**config.mk**
```make
export PLATFORM = sky130hd
export DESIGN_NAME = led_sequencer_flat
export DESIGN_NICKNAME = d
export VERILOG_FILES = /design/src/rtl/led_sequencer_if.sv /design/src/rtl/led_sequencer.sv /design/src/flat_wrapper.sv
export SDC_FILE = /design/constraint.sdc
export NUM_CORES = 1
export LEC_CHECK = 0
export ABC_AREA = 1
export BUFFER_PORTS_ARGS = -buffer_cell sky130_fd_sc_hd__buf_2
export CAP_MARGIN = 20
export CORE_MARGIN = 4
export CORE_UTILIZATION = 58
export DETAILED_ROUTE_END_ITERATION = 10
export HOLD_SLACK_MARGIN = 0.06
export PLACE_DENSITY_LB_ADDON = 0.05
export SLEW_MARGIN = 20
export SYNTH_ARGS = -nofsm -noshare
export SYNTH_HDL_FRONTEND = slang
export SYNTH_SLANG_ARGS = --single-unit
```
**constraint.sdc**
```tcl
create_clock -name clk -period 3 [get_ports clk]
set_input_delay 0.6 -clock clk [delete_from_list [all_inputs] [get_ports clk]]
set_output_delay 0.6 -clock clk [all_outputs]
set_load 0.05 [all_outputs]
```
**src/rtl/led_sequencer_if.sv**
```systemverilog
// rtl/led_sequencer_if.sv - control and LED pattern bundle between tick source and led_sequencer
interface led_sequencer_if #(
  parameter int NB_LEDS = 8,
  parameter int NB_DIV  = 8
);

  logic               i_valid;
  logic [NB_DIV-1:0]  i_div;
  logic [1:0]         i_mode;
  logic               i_load;
  logic [NB_LEDS-1:0] i_pattern;
  logic [NB_LEDS-1:0] o_led;
  logic               o_dir;
  logic               o_wrap;

  modport master (
    output i_valid,
    output i_div,
    output i_mode,
    output i_load,
    output i_pattern,
    input  o_led,
    input  o_dir,
    input  o_wrap
  );

  modport slave (
    input  i_valid,
    input  i_div,
    input  i_mode,
    input  i_load,
    input  i_pattern,
    output o_led,
    output o_dir,
    output o_wrap
  );

endinterface

```
**src/rtl/led_sequencer.sv**
```systemverilog
// rtl/led_sequencer.sv - prescaled LED pattern sequencer (rotate left/right, bounce, fill)
module led_sequencer #(
  parameter int NB_LEDS = 8,
  parameter int NB_DIV  = 8
) (
  input  logic          clk,
  input  logic          i_rst_n,
  led_sequencer_if.slave bus
);

  localparam logic [1:0] MODE_ROL    = 2'b00;
  localparam logic [1:0] MODE_ROR    = 2'b01;
  localparam logic [1:0] MODE_BOUNCE = 2'b10;
  localparam logic [1:0] MODE_FILL   = 2'b11;

  localparam logic [NB_LEDS-1:0] LED_RESET = NB_LEDS'(1);
  localparam logic [NB_LEDS-1:0] LED_ONES  = {NB_LEDS{1'b1}};
  localparam logic [NB_DIV-1:0]  CNT_ONE   = NB_DIV'(1);

  logic [NB_LEDS-1:0] led_q, led_d;
  logic               dir_q, dir_d;
  logic               wrap_q, wrap_d;
  logic [NB_DIV-1:0]  cnt_q, cnt_d;

  logic [NB_LEDS-1:0] step_led;
  logic               step_dir;
  logic               step_wrap;
  logic               step_hit;

  // The count is compared for equality only, so a divide value lowered
  // below the running count lets the counter wrap before it matches.
  assign step_hit = bus.i_valid && (cnt_q == bus.i_div);

  always_comb begin
    step_led  = led_q;
    step_dir  = dir_q;
    step_wrap = 1'b0;
    case (bus.i_mode)
      MODE_ROL: begin
        step_led  = {led_q[NB_LEDS-2:0], led_q[NB_LEDS-1]};
        step_dir  = 1'b1;
        step_wrap = led_q[NB_LEDS-1];
      end
      MODE_ROR: begin
        step_led  = {led_q[0], led_q[NB_LEDS-1:1]};
        step_dir  = 1'b0;
        step_wrap = led_q[0];
      end
      MODE_BOUNCE: begin
        // Zero-fill shifts: an empty pattern stays empty and never reverses.
        if (dir_q) begin
          if (led_q[NB_LEDS-1]) begin
            step_led  = led_q >> 1;
            step_dir  = 1'b0;
            step_wrap = 1'b1;
          end else begin
            step_led  = led_q << 1;
          end
        end else begin
          if (led_q[0]) begin
            step_led  = led_q << 1;
            step_dir  = 1'b1;
            step_wrap = 1'b1;
          end else begin
            step_led  = led_q >> 1;
          end
        end
      end
      MODE_FILL: begin
        step_dir = 1'b1;
        if (led_q == LED_ONES) begin
          step_led  = LED_RESET;
          step_wrap = 1'b1;
        end else begin
          step_led  = {led_q[NB_LEDS-2:0], 1'b1};
        end
      end
      default: begin
        step_led  = led_q;
        step_dir  = dir_q;
        step_wrap = 1'b0;
      end
    endcase
  end

  always_comb begin
    led_d  = led_q;
    dir_d  = dir_q;
    cnt_d  = cnt_q;
    wrap_d = 1'b0;
    if (bus.i_load) begin
      led_d = bus.i_pattern;
      dir_d = 1'b1;
      cnt_d = '0;
    end else if (step_hit) begin
      led_d  = step_led;
      dir_d  = step_dir;
      wrap_d = step_wrap;
      cnt_d  = '0;
    end else if (bus.i_valid) begin
      cnt_d = cnt_q + CNT_ONE;
    end
  end

  always_ff @(posedge clk or negedge i_rst_n) begin
    if (!i_rst_n) begin
      led_q  <= LED_RESET;
      dir_q  <= 1'b1;
      wrap_q <= 1'b0;
      cnt_q  <= '0;
    end else begin
      led_q  <= led_d;
      dir_q  <= dir_d;
      wrap_q <= wrap_d;
      cnt_q  <= cnt_d;
    end
  end

  assign bus.o_led  = led_q;
  assign bus.o_dir  = dir_q;
  assign bus.o_wrap = wrap_q;

endmodule

```
**src/flat_wrapper.sv**
```systemverilog
// flat-port wrapper written by rule: the top's interface ports become plain ports
module led_sequencer_flat 
#(
  parameter int NB_LEDS = 8,
  parameter int NB_DIV  = 8
)
  (clk, i_rst_n, bus_i_valid, bus_i_div, bus_i_mode, bus_i_load, bus_i_pattern, bus_o_led, bus_o_dir, bus_o_wrap);
  led_sequencer_if #(.NB_LEDS(NB_LEDS), .NB_DIV(NB_DIV)) bus_i ();
  input  logic clk;
  input  logic i_rst_n;
  input wire logic [$bits(bus_i.i_valid)-1:0] bus_i_valid;
  input wire logic [$bits(bus_i.i_div)-1:0] bus_i_div;
  input wire logic [$bits(bus_i.i_mode)-1:0] bus_i_mode;
  input wire logic [$bits(bus_i.i_load)-1:0] bus_i_load;
  input wire logic [$bits(bus_i.i_pattern)-1:0] bus_i_pattern;
  output wire logic [$bits(bus_i.o_led)-1:0] bus_o_led;
  output wire logic [$bits(bus_i.o_dir)-1:0] bus_o_dir;
  output wire logic [$bits(bus_i.o_wrap)-1:0] bus_o_wrap;
  assign bus_i.i_valid = bus_i_valid;
  assign bus_i.i_div = bus_i_div;
  assign bus_i.i_mode = bus_i_mode;
  assign bus_i.i_load = bus_i_load;
  assign bus_i.i_pattern = bus_i_pattern;
  assign bus_o_led = bus_i.o_led;
  assign bus_o_dir = bus_i.o_dir;
  assign bus_o_wrap = bus_i.o_wrap;
  led_sequencer #(.NB_LEDS(NB_LEDS), .NB_DIV(NB_DIV)) u_core (.clk(clk), .i_rst_n(i_rst_n), .bus(bus_i));
endmodule
```
==> results.toml, run 1 <==
[layout]
fillers = 212
fin_cells = 277
seqCellArea_um2 = 453
layout_common_cells = "72 x nand2_1, 31 x buf_2, 25 x inv_1"
final_common_cell = "nand2_1"
drive_gt1_frac = 0.229
area_delta_synth_final_pct = 13.8
multi_input_area_um2 = 852
final_area_um2 = 1650
n_antenna_cell = 0
fin_nets = 278

[critical_path]
start_kind = "flop"
r2r_slack_ns = 1.48
crit_family = "flip-flops"
timing.critical_path.buf_inv = 1
rr_worst_depth = 9
worstSetupPathType = "reg2out"
cp_max_fo = 8
rr_startpoint = "u_core.bus.o_led[7]$_DFFE_PN0P_"
slowest_stage = "dfstp_2"
cp-end-kind = "primary output"
cp_data_arrival_time_ns = 1.21
worstReg2RegEnd = "u_core.bus.o_led[6]$_DFFE_PN0P_"
slowest_delay_ns = 0.63
crit_required_ns = 2.40
crit_chain = "buf_2"

[sta]
slew_headroom = 0.692
setup_ws_ns = 1.19
finClkSkew_ns = 0.00106
worstMarginPinSlew_ns = 0.459
whs_ns = 0.216
grt_setup_unrepaired = "false"
slew_viol_final = 0
setup_viol = 0
period_share = 0.604
finalHoldViolations = 0
setup-tns-final_ns = 0
period_minus_slack_ns = 1.81
max_freq_mhz = 552

[synthesis]
synth_top_area_cell = "dfrtp_1"
postSynthCellCount = 218
ys_ff_latch = 18
syn_area_um2 = 1450
mappedNetlistNets = 246
synth_seq_area_share = 0.313
netlist.area_leader.share = 0.277
yosysUniqueCellTypes = 30
yosysWarnings = 0
synth_area_leaders = "dfrtp_1 28%, nand2_1 19%, nand3_1 6.9%, inv_1 6.5%, ha_1 5.2%"
syn_area_per_cell_um2 = 6.64

[route]
met3_length_um = 251
top_layer = "met4"
routed-via-count = 1473
routed_wirelength_um = 3350
met1_length_um = 1630
post_drt_wl_per_cell_um = 12.1
dr.pass1.iters = 4
drc_errors = 0
drtIter0Drc = 105
avgViaCountPerCell = 5.32
wl_met2_um = 1440
antenna_left = 0

[die]
rows = 17
core_um2 = 2300
io_pins = 32
fp.dieW_um = 58.0
initial_core_util = 0.630
chipHeight_um = 58.0
die_area_um2 = 3360

[clocking]
cts_tree = "done"
clk_path_buf_depth = 2
cts_resized = 0
cts_setup_buffers = 0
cts_root_buf = "clkbuf_4"
path_clk_slew_ns = 0.11
clk_latency_ns = 0.30
h-tree-depth = 1
cts_hold_buf = 0
numCtsBuffers = 3
cts.sinks = 18

[grt]
grt_pass1_wl_um = 5820
grt_overflow = 0
grt_start_max_net_pins = 19
antenna_found_initial = 0
track_usage = 0.217
grt_pass1_vias = 1232

[pwr]
leakage_nw = 0.927
power.density_nw_per_um2 = 371
ir_drop_mv = 0.322

[run_status]
status = "complete, no violations"

[placement]
dp.cells = 273
portBuffers = 31
place_area_um2 = 1610
hpwlAfterDp_um = 2610
post-place-ws_ns = 1.03
place.gp.congestion = 0.850

[run]
maxCapViolCount = 0

[worst_hold_path]
hold_class = "in2async"
[synthesized netlist by cell type]
library cell and n:
a21oi_1 8, a21oi_2 1, a31oi_1 4, and3_1 1
buf_4 1, buf_6 1, clkbuf_1 2, clkinv_1 1
dfrtp_1 16, dfstp_2 2, ha_1 6, inv_1 25
inv_2 5, nand2_1 72, nand2_2 2, nand2_4 1
nand3_1 20, nand3_4 1, nand4_1 5, nand4_2 1
nor2_1 18, nor2_2 2, nor2_4 2, nor3_1 1
nor3b_2 2, o21ai_0 8, o21ai_1 3, or2_2 3
xnor2_1 1, xor2_1 3
[sequential cells by signal (all words and copies together) (netlist names)]
signal / cells
u_core.bus.o_dir: 1
u_core.bus.o_wrap: 1
u_core.bus.o_led: 8
u_core.cnt_q: 8
[cells by family (layout without fill, tap and decap cells)]
| kind of cell | count (synthesis) | after routing | synth area share |
|---|---|---|---|
| fa+ha+maj | 6 | 6 | 0.0519 |
| xor+xnor | 4 | 4 | 0.0242 |
| simple gates | 131 | 131 | 0.424 |
| flops | 18 | 18 | 0.313 |
| buf+inv | 35 | 66 | 0.0985 |
| compound gates | 24 | 24 | 0.0890 |
[area by class of cell]
cell class | count | share of cell area
multi-input cells | 165 | 0.517
flip-flops and latches | 18 | 0.275
repair buffers | 31 | 0.0942
inverters | 31 | 0.0706
clock buffers | 4 | 0.0220
well taps | 28 | 0.0213
[worst max-delay path by stage]
stage,start,endpoint,slack [ns],depth (start not counted)
2_1_floorplan,u_core.bus.o_led[7]$_DFFE_PN0P_,u_core.bus.o_led[5]$_DFFE_PN0P_,1.41,10
3_3_place_gp,bus_i_load,u_core.bus.o_led[4]$_DFFE_PN0P_,1.08,5
3_5_place_dp,bus_i_load,u_core.bus.o_led[2]$_DFFE_PN0P_,1.03,5
4_1_cts,u_core.bus.o_led[0]$_DFFE_PN1P_,bus_o_led[0],1.19,1
5_1_grt,u_core.bus.o_led[0]$_DFFE_PN1P_,bus_o_led[0],1.14,1
6_report,u_core.bus.o_led[0]$_DFFE_PN1P_,bus_o_led[0],1.19,1
[routing by layer]
layer / track usage / vias up
met5: 0 / -
met4: 0.0364 / 0
met3: 0.0445 / 4
met2: 0.305 / 61
met1: 0.344 / 654
li1: - / 754
[report_power, final]
group	leakage (nW)	internal (mW)	total [mW]	switching, mW
logic	0.673	0.0535	0.173	0.120
registers	0.233	0.258	0.284	0.0252
clock network	0.0210	0.0740	0.155	0.0812
[through the flow]
stage / util / power [mW]
after floorplan: - / 0.407
after global placement: 0.702 / 0.459
after detailed placement: 0.702 / 0.461
after CTS: 0.717 / 0.613
after global routing: 0.717 / 0.649
final: 0.717 / 0.612
Note: power is estimated with default switching activity, not from simulation.
==> run 2, diff against run 1 <==
- ABC_AREA: 1 -> 0
- CORE_UTILIZATION: 58 -> 52
- clock period: 3 -> 1.7 ns (I/O delays scaled with it)
==> run 2 against run 1 <==
Compared with the run above: final cell count shrank 20%; utilization rose by 3.4 points; combinational power is 65% higher; the run now ends with setup timing left; die area down 3.7%.
==> results.toml, run 2 <==
[critical_path]
crit_required_ns = 1.88
timing.critical_path.buf_inv = 0
slowest_delay_ns = 0.68
crit_chain = "nand4_4, o21ai_4, or3b_1, a211oi_2, o21ai_1"
cp-end-kind = "flop"
start_kind = "flop"
crit_family = "flip-flops"
slowest_stage = "dfstp_4"
worstSetupPathType = "reg2reg"
cp_max_fo = 5
cp_data_arrival_time_ns = 1.90

[synthesis]
netlist.area_leader.share = 0.322
yosysUniqueCellTypes = 42
synth_area_leaders = "dfrtp_1 32%, xnor2_1 7.8%, ha_1 6.0%, nand2_1 5.4%, dfstp_2 4.2%"
yosysWarnings = 0
postSynthCellCount = 141
syn_area_um2 = 1240
mappedNetlistNets = 169
synth_most_common_cell = "nand2_1"
synthFlopType = "dfrtp_1"
syn_area_per_cell_um2 = 8.81
ys_ff_latch = 18
synth_common_cells = "18 x nand2_1, 16 x dfrtp_1, 11 x nor2_1, 11 x xnor2_1"
synth_top_area_cell = "dfrtp_1"
synthArstFlopShare = 1.00
synth_edf_count = 0
synth_seq_area_share = 0.365

[pwr]
seq_power_share = 0.485
switchingPower_mw = 0.356
power_frac_comb = 0.282
p_int_mw = 0.655
leakage_nw = 0.748
p_clk_frac = 0.233
switching_share = 0.352
ir_drop_mv = 0.470
finalPower_mw = 1.01
power.density_nw_per_um2 = 603

[die]
chipHeight_um = 56.9
io_pins = 32
fp.dieW_um = 56.9
initial_core_util = 0.556
die_area_um2 = 3240
rows = 17
core_um2 = 2230

[run_status]
status = "finished with violations"
violations = "setup timing"

[sta]
finalHoldViolations = 0
slew_viol_final = 0
setup_ws_ns = -0.0141
worstMarginPinSlew_ns = 0.400
slew_headroom = 0.733
setup_viol = 3
finClkSkew_ns = 0.0116
grt_setup_unrepaired = "true"
max_freq_mhz = 583
period_minus_slack_ns = 1.71
period_share = 1.01
setup-tns-final_ns = -0.0263
whs_ns = 0.248

[route]
avgViaCountPerCell = 5.70
routed-via-count = 1266
routed_wirelength_um = 3280
drc_errors = 0
drtIter0Drc = 57
post_drt_wl_per_cell_um = 14.8
dr.pass1.iters = 4
antenna_left = 0

[grt]
grt_start_max_net_pins = 19
grt_pass1_vias = 1182
grt_overflow = 0
antenna_found_initial = 0
track_usage = 0.210
grt_pass1_wl_um = 5400

[clocking]
cts_root_buf = "clkbuf_4"
numCtsBuffers = 3
cts_tree = "done"
clk_path_buf_depth = 2
path_clk_slew_ns = 0.12
h-tree-depth = 1
clk_latency_ns = 0.30
cts.sinks = 18

[placement]
portBuffers = 31
place.gp.congestion = 0.918
hpwlAfterDp_um = 2440
place_area_um2 = 1590

[layout]
final_common_cell = "buf_2"
fillers = 181
utilization = 0.751
multi_input_area_um2 = 791
final_area_um2 = 1680
drive_gt1_frac = 0.407
area_delta_synth_final_pct = 35.0
fin_nets = 223
n_antenna_cell = 0
seqCellArea_um2 = 465
layout_common_cells = "31 x buf_2, 23 x buf_4, 16 x nand2_1"

[run]
maxCapViolCount = 0

[worst_hold_path]
hold_class = "in2reg"
[run 2: cells by family (layout without fill, tap and decap cells)]
kind of cell             Yosys count  after routing  share of synthesized area
adder cells (fa/ha/maj)            6              6                     0.0604
AO/OA/AOI/OAI                     44             44                      0.241
buffers and inverters             12             65                     0.0433
flip-flops                        18             18                      0.365
XOR/XNOR                          14             14                     0.0987
AND/OR/NAND/NOR                   47             47                      0.192
[run 2: what timing repair did]
item | CTS | global route
setup buffers | 1 | 2
pin swaps | 1 | 4
endpoints found under the hold margin | 16 | 0
gates resized for setup | 0 | 6
setup endpoints to repair | 4 | 16
hold buffers | 1 | 0
[run 2: cell type report]
| cell class | count | area share |
|---|---|---|
| clock buffers | 4 | 0.0157 |
| inverters | 6 | 0.0134 |
| multi-input cells | 111 | 0.471 |
| flip-flops and latches | 18 | 0.277 |
| well taps | 28 | 0.0209 |
| repair buffers | 55 | 0.201 |
[run 2: routing by layer]
metal  part of all wire  vias to the layer above  track usage
li1                   -                      619            -
met1               0.45                      578        0.314
met2               0.45                       65        0.312
met3              0.098                        4       0.0299
met4              0.010                        0       0.0596
met5                  0                        -            0
[run 2: path summary, 6_finish.rpt]
check,start,to,slack (ns),depth (start not counted)
worst max-delay path,u_core.bus.o_led[0]$_DFFE_PN1P_,u_core.bus.o_led[6]$_DFFE_PN0P_,-0.01,5
worst min-delay path,bus_i_pattern[2],u_core.bus.o_led[2]$_DFFE_PN0P_,0.25,3
worst max register to register,u_core.bus.o_led[0]$_DFFE_PN1P_,u_core.bus.o_led[6]$_DFFE_PN0P_,-0.01,5
worst min register to register,u_core.cnt_q[7]$_DFFE_PN0P_,u_core.cnt_q[7]$_DFFE_PN0P_,0.58,2
max in group asynchronous,i_rst_n,u_core.bus.o_led[6]$_DFFE_PN0P_,0.89,2
min in group asynchronous,i_rst_n,u_core.bus.o_wrap$_DFF_PN0_,0.49,2
[run 2: worst register-to-register path, delay by kind of cell, from the launching register on]
family           cells  cell delay (ns)
flip-flops           1             0.68
AO/OA/AOI/OAI        3             0.44
AND/OR/NAND/NOR      2             0.48
[run 2: per-stage QoR]
stage               setup WS (ns)  instances
detailed placement        -0.0423        214
CTS                       -0.0154        220
global placement          0.00690        214
global route              -0.0863        222
floorplan                 -0.0485        141
finish                    -0.0141        222
[run 2: power groups by stage]
stage / clock [mW] / sequential, mW / combinational [mW]
after floorplan: 0 / 0.555 / 0.0995
after global placement: 0 / 0.497 / 0.260
after detailed placement: 0 / 0.497 / 0.265
after CTS: 0.239 / 0.488 / 0.273
after global routing: 0.263 / 0.494 / 0.308
final: 0.236 / 0.490 / 0.285
